[src/rtl/cpu_pkg.sv]
// Shared types and constants for the cpu3 pipeline front end.
// The fetch-queue entry pairs a fetched word with the PC it came from.
package cpu_pkg;

  localparam int INSTR_W = 32;
  localparam int PC_W    = 32;

  localparam logic [5:0]         OP_HALT   = 6'h3F;
  localparam logic [INSTR_W-1:0] INSTR_NOP = '0;

  typedef struct packed {
    logic [INSTR_W-1:0] instr;
    logic [PC_W-1:0]    pc;
  } fq_entry_t;

endpackage

[src/rtl/fetch_queue.sv]
// Small synchronous FIFO of fetched {instr, pc} entries between imem and decode.
// A flush empties the queue and overrides any push or pop in the same cycle.
module fetch_queue
  import cpu_pkg::*;
#(
  parameter  int DEPTH = 2,
  localparam int PTR_W = $clog2(DEPTH),
  localparam int CNT_W = PTR_W + 1
) (
  input  logic             clk,
  input  logic             rst_,
  input  logic             push,
  input  fq_entry_t        push_data,
  input  logic             pop,
  input  logic             flush,
  output fq_entry_t        head,
  output logic [CNT_W-1:0] count,
  output logic             empty,
  output logic             full
);

  fq_entry_t        mem [DEPTH];
  logic [PTR_W-1:0] rd_ptr;
  logic [PTR_W-1:0] wr_ptr;
  logic             do_push;
  logic             do_pop;

  assign empty   = (count == '0);
  assign full    = (count == CNT_W'(DEPTH));
  assign do_pop  = pop && !empty;
  assign do_push = push && (!full || do_pop);
  assign head    = mem[rd_ptr];

  // Pointers wrap naturally because DEPTH is a power of two.
  always_ff @(posedge clk or negedge rst_) begin
    if (!rst_) begin
      rd_ptr <= '0;
      wr_ptr <= '0;
      count  <= '0;
      for (int i = 0; i < DEPTH; i++) mem[i] <= '0;
    end else if (flush) begin
      rd_ptr <= '0;
      wr_ptr <= '0;
      count  <= '0;
    end else begin
      if (do_push) begin
        mem[wr_ptr] <= push_data;
        wr_ptr      <= wr_ptr + 1'b1;
      end
      if (do_pop) rd_ptr <= rd_ptr + 1'b1;
      count <= count + CNT_W'(do_push) - CNT_W'(do_pop);
    end
  end

endmodule

[src/rtl/fetch_stage.sv]
// Instruction-fetch stage: owns the PC, issues 1-cycle-latency imem reads and
// buffers returned words so a decode stall never loses an in-flight fetch.
module fetch_stage
  import cpu_pkg::*;
#(
  parameter int                BITS     = 32,
  parameter int                ADDR_W   = 32,
  parameter int                FQ_DEPTH = 2,
  parameter logic [ADDR_W-1:0] RESET_PC = '0
) (
  input  logic              clk,
  input  logic              rst_,
  output logic              imem_req,
  output logic [ADDR_W-1:0] imem_addr,
  input  logic [BITS-1:0]   imem_rdata,
  input  logic              stall_s2,
  input  logic              redirect,
  input  logic [ADDR_W-1:0] redirect_pc,
  output logic [BITS-1:0]   instr_s2,
  output logic [ADDR_W-1:0] pc_s2,
  output logic              valid_s2,
  output logic              halt,
  output logic              exception
);

  localparam int CNT_W = $clog2(FQ_DEPTH) + 1;

  logic [ADDR_W-1:0] pc;
  logic [ADDR_W-1:0] tag;
  logic              inflight;
  fq_entry_t         head;
  fq_entry_t         push_data;
  logic [CNT_W-1:0]  count;
  logic              empty;
  logic              full;
  logic              pop;
  logic              push;
  logic              flush;
  logic              halt_pop;
  logic              credit_ok;
  logic              issue;

  assign valid_s2 = !empty;
  assign instr_s2 = valid_s2 ? head.instr : INSTR_NOP;
  assign pc_s2    = valid_s2 ? head.pc : '0;
  assign pop      = valid_s2 && !stall_s2;

  // A popped HALT on a redirect cycle is wrong-path, so it must not stop fetch.
  assign halt_pop = pop && !redirect && (head.instr[INSTR_W-1 -: 6] == OP_HALT);

  // Counting this cycle's pop as a freed slot keeps one fetch per cycle
  // flowing while decode accepts; the return still can never overflow.
  assign credit_ok = (int'(count) + int'(inflight) - int'(pop)) < FQ_DEPTH;

  assign issue = rst_ && !halt && !exception && !redirect && !halt_pop && credit_ok;

  assign imem_req  = issue;
  assign imem_addr = pc;
  assign push_data = '{instr: imem_rdata, pc: tag};
  assign push      = inflight && !halt && (!full || pop);
  assign flush     = redirect || halt_pop;

  fetch_queue #(
    .DEPTH(FQ_DEPTH)
  ) u_queue (
    .clk      (clk),
    .rst_     (rst_),
    .push     (push),
    .push_data(push_data),
    .pop      (pop),
    .flush    (flush),
    .head     (head),
    .count    (count),
    .empty    (empty),
    .full     (full)
  );

  // A misaligned redirect target leaves the PC alone and latches the exception.
  always_ff @(posedge clk or negedge rst_) begin
    if (!rst_) begin
      pc        <= RESET_PC;
      tag       <= '0;
      inflight  <= 1'b0;
      halt      <= 1'b0;
      exception <= 1'b0;
    end else begin
      inflight <= issue;
      if (issue) tag <= pc;
      if (redirect) begin
        if (redirect_pc[1:0] == 2'b00) pc <= redirect_pc;
        else                           exception <= 1'b1;
      end else if (issue) begin
        pc <= pc + ADDR_W'(4);
      end
      if (halt_pop) halt <= 1'b1;
    end
  end

endmodule

[config.mk]
export PLATFORM = sky130hd
export DESIGN_NAME = fetch_stage
export DESIGN_NICKNAME = d
export VERILOG_FILES = /design/src/rtl/cpu_pkg.sv /design/src/rtl/fetch_queue.sv /design/src/rtl/fetch_stage.sv
export SDC_FILE = /design/constraint.sdc
export NUM_CORES = 1
export LEC_CHECK = 0
export ABC_AREA = 1
export BUFFER_PORTS_ARGS = -buffer_cell sky130_fd_sc_hd__buf_2
export CAP_MARGIN = 0
export CORE_MARGIN = 5
export CORE_UTILIZATION = 35
export DETAILED_ROUTE_END_ITERATION = 16
export HOLD_SLACK_MARGIN = 0.08
export PLACE_DENSITY_LB_ADDON = 0.05
export SYNTH_ARGS = -nofsm -noshare
export SYNTH_HDL_FRONTEND = slang
export SYNTH_HIERARCHICAL = 1
export SYNTH_SLANG_ARGS = --single-unit
[constraint.sdc]
create_clock -name clk -period 3.1 [get_ports clk]
set_clock_uncertainty 0.05 [all_clocks]
set_input_delay 0.31 -clock clk [delete_from_list [all_inputs] [get_ports clk]]
set_output_delay 0.31 -clock clk [all_outputs]
set_load 0.01 [all_outputs]
==> results summary <==
The flow ran to the end, and the final reports show no timing, DRC or antenna violations. The number of buffers inserted by port buffering is 167. The pin count of the biggest net entering global routing is 162.

On the final layout, the worst hold slack is 0.104 ns. The number of DRC violations after detailed-routing iteration 0 is 603. The minimum setup slack in the final design is 0.203 ns. Counting flops and latches in the post-synthesis netlist gives 199. The end-of-flow core utilization came out at 0.415. The cell count after synthesis came out at 1,495. For this run, the post-layout net count is 1,707. Setup repair after global routing left no endpoint under its margin.

The tightest min-delay check is of the in2reg type. Headroom to the max-slew limit came out at 0.349. The core area is 30,500 um^2. After synthesis, the cell types taking the most area are sky130_fd_sc_hd__dfrtp_1 46%, sky130_fd_sc_hd__nand2_1 22%, sky130_fd_sc_hd__nand4_1 7.7%.

The post-route antenna net violation count came out at 0. The width of the chip came out at 185 um. The time the final worst path needs with I/O delays and setup is 2.90 ns. Setup violations remaining at the end of the flow were counted as 0. The post-synthesis net count is 1,568. The floorplan step defined a die boundary enclosing 34,400 um^2. Data arrives at the worst endpoint at 2.54 ns. The first-pass GRT wire length is 53.3 mm.

The TritonCTS buffer count came out at 17. The slew of the pin with the lowest slew margin came out at 0.977 ns. The final number of max-transition violations is 0. Detailed placement ended at an HPWL of 21.4 mm. The clock tree buffer depth is 2.

The overall routed net length is 32.9 mm. The area of the mapped netlist came out at 10,800 um^2. At the worst endpoint, the required time is 2.74 ns.

The library cells used most frequently in the layout, excluding fill and tap cells, are 631 x sky130_fd_sc_hd__nand2_1, 197 x sky130_fd_sc_hd__dfrtp_1, 172 x sky130_fd_sc_hd__nor2_1, 165 x sky130_fd_sc_hd__buf_2, 132 x sky130_fd_sc_hd__nand4_1. The most common cell after layout, fill and taps aside is sky130_fd_sc_hd__nand2_1. For this run, the total global-route usage over all layers was measured as 0.194. Routability-driven placement finished with a final weighted congestion of 0.854. The via count normalized by instance count is 4.86. The number of antenna violations at the first check in global routing came out at 0. The CTS sink count is 199. The area fraction of the dominant cell type after synthesis came out at 0.463.

The standard cell area after detailed placement is 11,800 um^2. The average cell area after synthesis came out at 7.20 um^2. The final number of hold-violating endpoints is 0. In the routed design, unresolved DRC markers number 0. The critical path capture point type is an output port. Of the available clock period, the critical path in the final layout requires 0.934. The via count of the routed design came out at 9,916. In the final routed layout, each cell accounts on average for 16.1 um. The filler-free cell count of the finished design came out at 2,042. The analysis attributes to cell leakage a power of 6.71 nW. The worst setup path is launched from a flop. TritonCTS built the clock tree. The area growth from synthesis to layout is 17.6%. Including well taps, the total number of placed cells is 1,989.

The clock root buffer is sky130_fd_sc_hd__clkbuf_16. The synthesis warning total came out at 6. The number of violations of the max-capacitance limit is 0. The effective utilization at floorplan came out at 0.353. The cell type contributing the most total cell area after synthesis is sky130_fd_sc_hd__dfrtp_1. After routing, the total negative slack on setup checks comes to 0 ns. The fraction of layout instances using a drive strength above 1 is 0.159. The source-to-sink clock delay at the later pin of the worst-skew pair came out at 0.43 ns.

The power per cell area came out at 464 nW/um^2. In this run the worst path has a maximum fanout of 6. The timing-limited maximum frequency came out at 345 MHz. The clock slew seen by the registers of the worst setup and hold paths came out at 0.07 ns. The total power is 5.88 mW. The final design instance area without fill came out at 12,700 um^2. The H-tree depth came out at 4. The number of I/O pins is 168. The worst supply voltage drop on vdd came out at 0.324 mV. The die is 185 um tall. The number of antenna diodes came out at 0.

The number of distinct standard cells referenced by the synthesized netlist came out at 34. The via count of the first global-routing pass was 9,707. The number of cell rows is 64.

The startpoint-to-endpoint class of the critical path is reg2out. The total overflow reported by the global router is 0. The post-synthesis sequential area ratio is 0.463. The pre-antenna-repair detailed-routing pass consisted of 5 iterations.

Prior to clock tree synthesis, the placed netlist has a worst setup slack of 0.176 ns.
path summary, 6_finish.rpt:
path | from | endpoint | slack (ns) | cells past startpoint
hold / removal | imem_rdata[29] | u_queue/mem[61]$_DFFE_PN0P_ | 0.10 | 3
setup / recovery | u_queue/count[1]$_DFF_PN0_ | imem_req | 0.20 | 11
setup reg to reg | u_queue/count[1]$_DFF_PN0_ | imem_addr[16]$_DFFE_PN0P_ | 0.37 | 14
max in group asynchronous | rst_ | u_queue/rd_ptr$_DFFE_PN0P_ | 1.38 | 3
hold reg to reg | u_queue/mem[98]$_DFFE_PN0P_ | u_queue/mem[98]$_DFFE_PN0P_ | 0.42 | 2
min in group asynchronous | rst_ | u_queue/mem[5]$_DFFE_PN0P_ | 0.31 | 2
critical path: stages, from the launching register on:
cell,delay (ns)
sky130_fd_sc_hd__dfrtp_1,0.40
sky130_fd_sc_hd__nor2_4,0.06
sky130_fd_sc_hd__nor2_4,0.18
sky130_fd_sc_hd__inv_2,0.09
sky130_fd_sc_hd__nor2_4,0.12
sky130_fd_sc_hd__o21ai_0,0.11
sky130_fd_sc_hd__fa_1,0.52
sky130_fd_sc_hd__a21oi_1,0.07
sky130_fd_sc_hd__nor2_1,0.11
sky130_fd_sc_hd__nand2_2,0.11
sky130_fd_sc_hd__nor2_8,0.18
sky130_fd_sc_hd__buf_4,0.16
flip-flops by register name, indices dropped and copies added, names as in the netlist, 2 cells and up:
register and cells:
u_queue/mem 128, imem_addr 32, tag 32, u_queue/count 2
where the power goes:
group	internal (mW)	leakage (nW)	switching [mW]
registers	2.71	2.65	0.167
clock network	1.34	0.297	1.02
logic	0.231	3.76	0.407
routing by layer:
layer | global-route usage | routed length, um | share of wire | up-vias
li1 | - | - | - | 4996
met5 | 0 | 0 | 0 | -
met1 | 0.277 | 15800 | 0.48 | 4671
met2 | 0.311 | 15200 | 0.46 | 222
met3 | 0.0291 | 1460 | 0.044 | 27
met4 | 0.0508 | 526 | 0.016 | 0
cells in the mapped netlist (all sizes together):
master and number:
a31oi 3, or2 6, nor2 179, dfrtp 199, o21ai 26, nand4 132, nand3 54, xor2 1
o21bai 3, xnor2 1, a21oi 33, nor3 2, fa 1, buf 82, o211ai 1, clkbuf 12
nand2 643, ha 4, inv 113
cells by family (layout without fill, tap and decap cells):
kind of cell	after synthesis	after routing	share of synthesized area
and+or+nand+nor	1016	1016	0.403
buffers and inverters	207	358	0.0932
xor gates and xnor gates	2	2	0.00163
DFF	199	199	0.463
adders and majority gates	5	5	0.00651
AOI/OAI and AO/OA	66	66	0.0330
what timing repair did:
item	CTS	global route
gates resized for setup	2	3
endpoints found under the hold margin	70	0
pin swaps	1	0
hold buffers	20	0
endpoints found under the setup margin	1	1
setup buffers	2	0
final cells by class:
cell class,count,area [um^2]
Timing Repair Buffer,214,1310
Sequential cell,199,4980
Fill cell,3268,17800
Clock inverter,9,141
Clock buffer,22,474
Multi-Input combinational cell,1089,4830
Inverter,113,424
Tap cell,396,495
(Power assumes the default switching activity.)
